$ cat src/rtl/pc_fetch_unit.sv
// Program-counter register and instruction-fetch sequencer (IDLE -> REQ -> DONE loop).
// Optional misaligned-target trap enabled by defining MISALIGN_CHECK_EN.
`ifndef DATA_WIDTH
`define DATA_WIDTH 32
`endif

module pc_fetch_unit #(
    parameter int                WIDTH    = `DATA_WIDTH,
    parameter logic [WIDTH-1:0]  RESET_PC = '0
) (
    input  logic             clk,
    input  logic             rst_n,
    input  logic [WIDTH-1:0] next_pc,
    input  logic             stall,
    input  logic             imem_ready,
    input  logic [WIDTH-1:0] imem_rdata,
    output logic [WIDTH-1:0] pc,
    output logic [WIDTH-1:0] pc_plus4,
    output logic             imem_req,
    output logic [WIDTH-1:0] imem_addr,
    output logic [WIDTH-1:0] instr,
    output logic             instr_valid,
    output logic             misalign_err
);

    typedef enum logic [1:0] {
        S_IDLE = 2'd0,
        S_REQ  = 2'd1,
        S_DONE = 2'd2
`ifdef MISALIGN_CHECK_EN
        , S_ERR = 2'd3
`endif
    } state_t;

    state_t           state, state_nxt;
    logic [WIDTH-1:0] pc_q, pc_nxt;
    logic [WIDTH-1:0] instr_q, instr_nxt;
    logic             req_q, vld_q;

`ifdef MISALIGN_CHECK_EN
    logic err_q, err_nxt;
`endif

    always_comb begin
        state_nxt = state;
        pc_nxt    = pc_q;
        instr_nxt = instr_q;
`ifdef MISALIGN_CHECK_EN
        err_nxt   = err_q;
`endif
        case (state)
            S_IDLE: state_nxt = S_REQ;
            S_REQ: begin
                if (imem_ready) begin
                    instr_nxt = imem_rdata;
                    state_nxt = S_DONE;
                end
            end
            S_DONE: begin
                if (!stall) begin
`ifdef MISALIGN_CHECK_EN
                    if (next_pc[1:0] != 2'b00) begin
                        err_nxt   = 1'b1;
                        state_nxt = S_ERR;
                    end else begin
                        pc_nxt    = next_pc;
                        state_nxt = S_REQ;
                    end
`else
                    // Low address bits are forced clear rather than trapped.
                    pc_nxt    = next_pc & ~WIDTH'(3);
                    state_nxt = S_REQ;
`endif
                end
            end
            default: state_nxt = state;
        endcase
    end

    always_ff @(posedge clk) begin
        if (!rst_n) begin
            state   <= S_IDLE;
            pc_q    <= RESET_PC;
            instr_q <= '0;
            req_q   <= 1'b0;
            vld_q   <= 1'b0;
`ifdef MISALIGN_CHECK_EN
            err_q   <= 1'b0;
`endif
        end else begin
            state   <= state_nxt;
            pc_q    <= pc_nxt;
            instr_q <= instr_nxt;
            // Handshake outputs are registered copies of the next-state decode.
            req_q   <= (state_nxt == S_REQ);
            vld_q   <= (state_nxt == S_DONE);
`ifdef MISALIGN_CHECK_EN
            err_q   <= err_nxt;
`endif
        end
    end

    assign pc          = pc_q;
    assign pc_plus4    = pc_q + WIDTH'(4);
    assign imem_req    = req_q;
    assign imem_addr   = pc_q;
    assign instr       = instr_q;
    assign instr_valid = vld_q;
`ifdef MISALIGN_CHECK_EN
    assign misalign_err = err_q;
`else
    assign misalign_err = 1'b0;
`endif

endmodule

$ cat config.mk
export PLATFORM = sky130hd
export DESIGN_NAME = pc_fetch_unit
export DESIGN_NICKNAME = d
export VERILOG_FILES = /design/src/rtl/pc_fetch_unit.sv
export SDC_FILE = /design/constraint.sdc
export NUM_CORES = 1
export LEC_CHECK = 0
export ABC_AREA = 1
export CAP_MARGIN = 20
export CORE_UTILIZATION = 42
export CTS_BUF_LIST = sky130_fd_sc_hd__clkbuf_8
export DETAILED_ROUTE_END_ITERATION = 7
export PLACE_DENSITY = 0.94
export SETUP_SLACK_MARGIN = 0.02
export SYNTH_ARGS = -nofsm -noshare
export SYNTH_HDL_FRONTEND = slang
export SYNTH_SLANG_ARGS = --single-unit
$ cat constraint.sdc
create_clock -name clk -period 3.9 [get_ports clk]
set_clock_uncertainty 0.2 [all_clocks]
set_input_delay 0.585 -clock clk [delete_from_list [all_inputs] [get_ports clk]]
set_output_delay 0.585 -clock clk [all_outputs]
set_load 0.01 [all_outputs]
==> results.py, run 1 <==
metrics = {
    "status": {
        "status": "finished, final reports clean",
    },
    "pwr": {
        "leakage_uw": 0.00209,
        "ir_worst_vdd_uv": 380,
        "powerDensity_nw_per_um2": 345,
    },
    "cells_and_area": {
        "layout_commonest_cell": "clkdlybuf4s50_1",
        "drive_gt1_share_pct": 5.30,
        "fin_cells": 763,
        "fin_area_sq_um": 5380,
        "final_cell_mix": "188 x clkdlybuf4s50_1, 106 x nor2_1, 86 x nand2_1",
        "finalNetCount": 725,
        "diodes": 0,
        "area_growth_pct": 55.8,
    },
    "global_route": {
        "antenna_found_initial": 0,
        "grt_max_degree": 65,
        "grt_first_pass_wirelength_um": 16700,
        "grt_pass1_vias": 3627,
        "grt_overflow": 0,
        "grt_util_all_layers_pct": 24.8,
    },
    "floorplanning": {
        "die_y_um": 92.7,
        "die_width_um": 92.7,
        "start_util_pct": 44.0,
        "num_io_pins": 199,
        "rows": 32,
        "core_sq_um": 7850,
        "die-area_sq_um": 8600,
    },
    "synthesis": {
        "synth-seq-cells": 66,
        "synth_top_area_share_pct": 38.2,
        "synth_area_sq_um": 3460,
        "yosys-top-cells-area": "dfxtp_1 38%, nor2_1 12%, nand2_1 9.3%",
        "ys_warn_count": 0,
        "synth_area_per_cell_sq_um": 6.86,
        "ys_types": 26,
        "seq_area_frac_synth_pct": 38.2,
        "synthCells": 504,
        "yosys.area.top_type": "dfxtp_1",
    },
    "setup_path": {
        "rr_endpoint": "instr_valid$_SDFF_PN0_",
        "worst-path-max-fanout": 6,
        "crit_chain": "ha_1 -> nand3_1 -> nor2_2 -> nand3_1 -> xor2_1 -> clkdlybuf4s50_1",
        "crit_buf_inv": 1,
        "cpMostUsedCell": "nand3_1",
        "r2r_cells": 6,
        "cp_top_family": "simple AND/OR/NAND/NOR gates",
        "crit_slowest_cell": "clkdlybuf4s50_1",
        "end_kind": "output pin",
        "max_stage_delay_ns": 0.55,
        "r2r-start": "state[1]$_SDFF_PN0_",
        "crit_type": "register to output pin",
        "start_kind": "register",
        "cp_data_required_time_ns": 3.12,
        "regToRegSetupSlack_ns": 1.67,
        "arrival_ns": 2.35,
    },
    "placement": {
        "hpwl_um": 8100,
        "portBuffers": 189,
        "gp_congestion": 0.903,
        "placed_area_sq_um": 5130,
        "dpl.cell_count": 747,
    },
    "sta": {
        "finalSetupTns_ns": 0,
        "fmax_ghz": 0.319,
        "tightest_slew_ns": 0.954,
        "rsz0062_at_grt": "false",
        "period_share_pct": 80.5,
        "finalSetupViolations": 0,
        "hold_viol_final": 0,
        "timing.final.crit_period_ns": 3.14,
        "drv_slew": 0,
        "slew_headroom_pct": 36.3,
    },
    "detailed_routing": {
        "vias": 3687,
        "drtIter0Drc": 115,
        "wirelength_um": 10600,
        "ant_nets": 0,
        "routedWlPerCell_um": 13.9,
        "via_per_inst": 4.83,
        "dr.pass1.iters": 4,
        "drc": 0,
    },
    "cts": {
        "cts_hold_buf": 0,
        "ctsHtreeMaxLevel": 3,
        "clock_latency_ns": 0.33,
        "cts_tree": "yes",
        "numCtsBuffers": 9,
        "cts_buffer_depth": 2,
        "cts_root_buf": "clkbuf_8",
        "cts_resized": 0,
        "cts_sinks": 66,
        "post_cts_buffers": 0,
        "path_clk_slew_ns": 0.08,
    },
    "min_path": {
        "min-delay-start": "imem_addr[31]$_SDFFE_PN0P_",
        "holdPathEnd": "imem_addr[31]$_SDFFE_PN0P_",
        "hp-class": "register to register",
        "hold_depth": 2,
    },
    "job": {
        "cap_violations": 0,
    },
}
[worst reg2reg max path: cells and delay by family (launching register included)]
kind | cells | cell delay [ns]
DFF | 1 | 0.46
and+or+nand+nor | 2 | 0.11
buffers and inverters | 3 | 1.08
AOI/OAI and AO/OA | 1 | 0.28
[stage by stage]
stage / hold slack, ns / setup WS [ns] / util (%) / total power [uW]
2_1_floorplan: 0.312 / 1.78 / - / 940
5_1_grt: 0.350 / 0.578 / 68.6 / 1950
3_5_place_dp: 0.303 / 1.04 / 65.4 / 1160
4_1_cts: 0.316 / 0.702 / 68.6 / 1880
3_3_place_gp: 0.290 / 1.09 / 65.4 / 1150
6_report: 0.315 / 0.762 / 68.6 / 1860
[sequential cells by signal, indices dropped and copies added (netlist names)]
signal       cells
imem_addr       30
imem_req         1
instr_valid      1
instr           32
state            2
[area by class of cell]
cell class                      instances  area (sq um)
Clock inverter                          6           114
Timing Repair Buffer                  191          1900
Clock buffer                           10           138
Sequential cell                        66          1320
Multi-Input combinational cell        342          1610
Fill cell                             646          2460
Inverter                               46           173
Tap cell                              102           128
[cell usage after synthesis]
| cell type | number |
|---|---|
| nor3_4 | 1 |
| buf_4 | 37 |
| nand2_4 | 2 |
| nand3_1 | 15 |
| conb_1 | 1 |
| buf_2 | 4 |
| inv_2 | 1 |
| buf_6 | 3 |
| xor2_2 | 1 |
| nor2_4 | 2 |
| nand2_1 | 86 |
| o211ai_1 | 1 |
| dfxtp_1 | 66 |
| o21ai_0 | 64 |
| nand3_2 | 1 |
| nor2_1 | 106 |
| a21oi_1 | 30 |
| and2_1 | 1 |
| nand2_2 | 2 |
| nor2_8 | 1 |
| ha_1 | 1 |
| inv_1 | 45 |
| clkbuf_1 | 12 |
| nor2_2 | 5 |
| nand3b_1 | 2 |
| xor2_1 | 14 |
[routing by layer]
metal  up-vias  global-route usage, %  share of wire, %
met1      1654                   25.7                38
met5         -                      0                 0
li1       1835                      -                 -
met4         0                   8.72               1.8
met2       179                   44.1                49
met3        19                   11.2                11
[where the power goes]
part           switching [uW]  total [uW]  internal (uW)  leakage (uW)
logic                     160         377            218       0.00143
clock network             271         714            443      0.000119
registers                44.6         766            722      0.000540
[cells by family (layout without fill, tap and decap cells)]
family	Yosys count	after routing	synth area share [%]
buffers and inverters	102	253	15.9
AO/OA/AOI/OAI	95	95	13.8
AND/OR/NAND/NOR	224	224	27.6
other	1	7	0.109
XOR/XNOR	15	15	4.02
flip-flops	66	66	38.2
adder cells (fa/ha/maj)	1	1	0.362
[how the worst max path moves through the flow]
stage	start	endpoint	cells after the start
2_1_floorplan	imem_addr[3]$_SDFFE_PN0P_	pc_plus4[14]	6
3_3_place_gp	imem_ready	instr_valid$_SDFF_PN0_	8
3_5_place_dp	imem_ready	instr_valid$_SDFF_PN0_	8
4_1_cts	imem_addr[3]$_SDFFE_PN0P_	pc_plus4[16]	6
5_1_grt	imem_addr[3]$_SDFFE_PN0P_	pc_plus4[14]	7
6_report	imem_addr[3]$_SDFFE_PN0P_	pc_plus4[16]	6
Power figures use the tool's default switching activity.
==> run 2, diff against run 1 <==
--- a/config.mk
+++ b/config.mk
@@ -7,10 +7,10 @@
 export LEC_CHECK = 0
 export ABC_AREA = 1
 export CAP_MARGIN = 20
-export CORE_UTILIZATION = 42
+export CORE_UTILIZATION = 39
 export CTS_BUF_LIST = sky130_fd_sc_hd__clkbuf_8
 export DETAILED_ROUTE_END_ITERATION = 7
-export PLACE_DENSITY = 0.94
+export PLACE_DENSITY = 0.89
 export SETUP_SLACK_MARGIN = 0.02
 export SYNTH_ARGS = -nofsm -noshare
 export SYNTH_HDL_FRONTEND = slang
==> constraint.sdc (replaced) <==
create_clock -name clk -period 3.2 [get_ports clk]
set_clock_uncertainty 0.2 [all_clocks]
set_input_delay 0.48 -clock clk [delete_from_list [all_inputs] [get_ports clk]]
set_output_delay 0.48 -clock clk [all_outputs]
set_load 0.01 [all_outputs]
==> run 2 against run 1 <==
Sequential power rose by 22%. Worst setup slack got worse by 0.56 ns. Cell area down 0.65%. Register-to-register slack lost 0.26 ns. Power up 13%. Via count up 0.35%. First-iteration DRC count shrank 34%. Highest routed layer unchanged.
==> results.py, run 2 (synthesized netlist as in run 1, its figures left out) <==
metrics = {
    "detailed_routing": {
        "via_per_inst": 4.83,
        "ant_nets": 0,
        "drtIter0Drc": 76,
        "vias": 3700,
        "dr.pass1.iters": 5,
        "wirelength_um": 10600,
        "drc": 0,
        "routedWlPerCell_um": 13.9,
    },
    "cts": {
        "ctsHtreeMaxLevel": 3,
        "numCtsBuffers": 9,
        "cts_sinks": 66,
        "cts_buffer_depth": 2,
        "post_cts_buffers": 0,
        "cts_resized": 0,
        "path_clk_slew_ns": 0.08,
        "cts_hold_buf": 0,
        "cts_root_buf": "clkbuf_8",
        "cts_tree": "yes",
        "clock_latency_ns": 0.34,
    },
    "min_path": {
        "hp-class": "register to register",
    },
    "pwr": {
        "power_frac_comb_pct": 22.1,
        "leakage_uw": 0.00207,
        "seqPwrFrac_pct": 44.5,
        "power.share.switching_pct": 28.3,
        "p_clk_share_pct": 33.4,
        "powerDensity_nw_per_um2": 392,
        "ir_worst_vdd_uv": 357,
        "switching_power_uw": 593,
        "power.internal_uw": 1500,
    },
    "global_route": {
        "grt_pass1_vias": 3584,
        "grt_first_pass_wirelength_um": 16600,
        "gr-max-usage-layer": "met2",
        "grt_max_degree": 65,
        "grt_overflow": 0,
        "antenna_found_initial": 0,
        "grt_util_met3_pct": 9.00,
        "met2_usage_pct": 41.7,
        "grt_use_met1_pct": 25.7,
        "grt_util_all_layers_pct": 23.6,
    },
    "sta": {
        "worst_slack_ns": 0.204,
        "fmax_ghz": 0.334,
        "drv_slew": 0,
        "hold_viol_final": 0,
        "period_share_pct": 93.6,
        "rsz0062_at_grt": "false",
        "timing.final.crit_period_ns": 3.00,
        "finalSetupTns_ns": 0,
        "finalSetupViolations": 0,
        "fin_hold_ws_ns": 0.320,
        "tightest_slew_ns": 0.956,
        "slew_headroom_pct": 36.3,
    },
    "setup_path": {
        "crit_type": "register to output pin",
        "start_kind": "register",
        "cp_data_required_time_ns": 2.52,
        "worst-path-max-fanout": 6,
        "arrival_ns": 2.32,
        "end_kind": "output pin",
    },
    "status": {
        "status": "finished, final reports clean",
    },
    "placement": {
        "place_ws_ns": 0.559,
        "portBuffers": 189,
        "gp_congestion": 0.914,
        "hpwl_um": 8120,
    },
    "floorplanning": {
        "core_sq_um": 8380,
        "num_io_pins": 199,
        "die_width_um": 96.1,
        "die_y_um": 96.1,
        "start_util_pct": 41.2,
        "die-area_sq_um": 9240,
        "rows": 33,
    },
    "cells_and_area": {
        "largest_register_ffs": 32,
        "final_cell_mix": "188 x clkdlybuf4s50_1, 106 x nor2_1, 86 x nand2_1",
        "fillers": 716,
        "fin_util_pct": 63.8,
        "drive_gt1_share_pct": 5.30,
        "layout_commonest_cell": "clkdlybuf4s50_1",
        "area_growth_pct": 54.7,
        "diodes": 0,
        "finalNetCount": 726,
    },
    "job": {
        "cap_violations": 0,
    },
}
[run 2: power by group through the flow]
stage	combinational [uW]	clock (uW)	sequential (uW)
2_1_floorplan	178	0	967
3_3_place_gp	453	0	948
3_5_place_dp	462	0	952
4_1_cts	465	721	934
5_1_grt	502	753	942
6_report	462	700	933
[run 2: metrics by stage]
stage               cell area (sq um)  std cells  total power (uW)
floorplan                        3480        510              1150
global placement                 5150        751              1400
detailed placement               5150        751              1410
CTS                              5350        766              2120
global route                     5350        766              2200
finish                           5350        766              2100
[run 2: cell type report]
class | count | area [sq um] | share of cell area, %
timing repair buffer | 192 | 1920 | 35.9
tap | 105 | 131 | 2.46
sequential | 66 | 1320 | 24.7
clock buffer | 9 | 124 | 2.32
clock inverter | 6 | 68.8 | 1.29
inverter | 46 | 173 | 3.23
multi-input combinational | 342 | 1610 | 30.1
[run 2: worst max-delay path: stages, from the launching register on]
cell	delay [ns]
dfxtp_1	0.45
ha_1	0.26
nand3_1	0.17
nor2_2	0.25
nand3_1	0.12
xor2_1	0.16
clkdlybuf4s50_1	0.56
[run 2: final timing paths]
kind,start,end,slack [ns],cells after the start
setup / recovery,imem_addr[3]$_SDFFE_PN0P_,pc_plus4[16],0.20,6
setup reg to reg,state[1]$_SDFF_PN0_,imem_addr[19]$_SDFFE_PN0P_,1.41,4
hold reg to reg,instr[2]$_SDFFE_PN0P_,instr[2]$_SDFFE_PN0P_,0.32,2
hold / removal,instr[2]$_SDFFE_PN0P_,instr[2]$_SDFFE_PN0P_,0.32,2
[run 2: metal layers]
metal  routed length [um]  share of wire (%)
met3                 1070                 10
met1                 4200                 40
met4                  242                2.3
met5                    0                  0
met2                 5110                 48
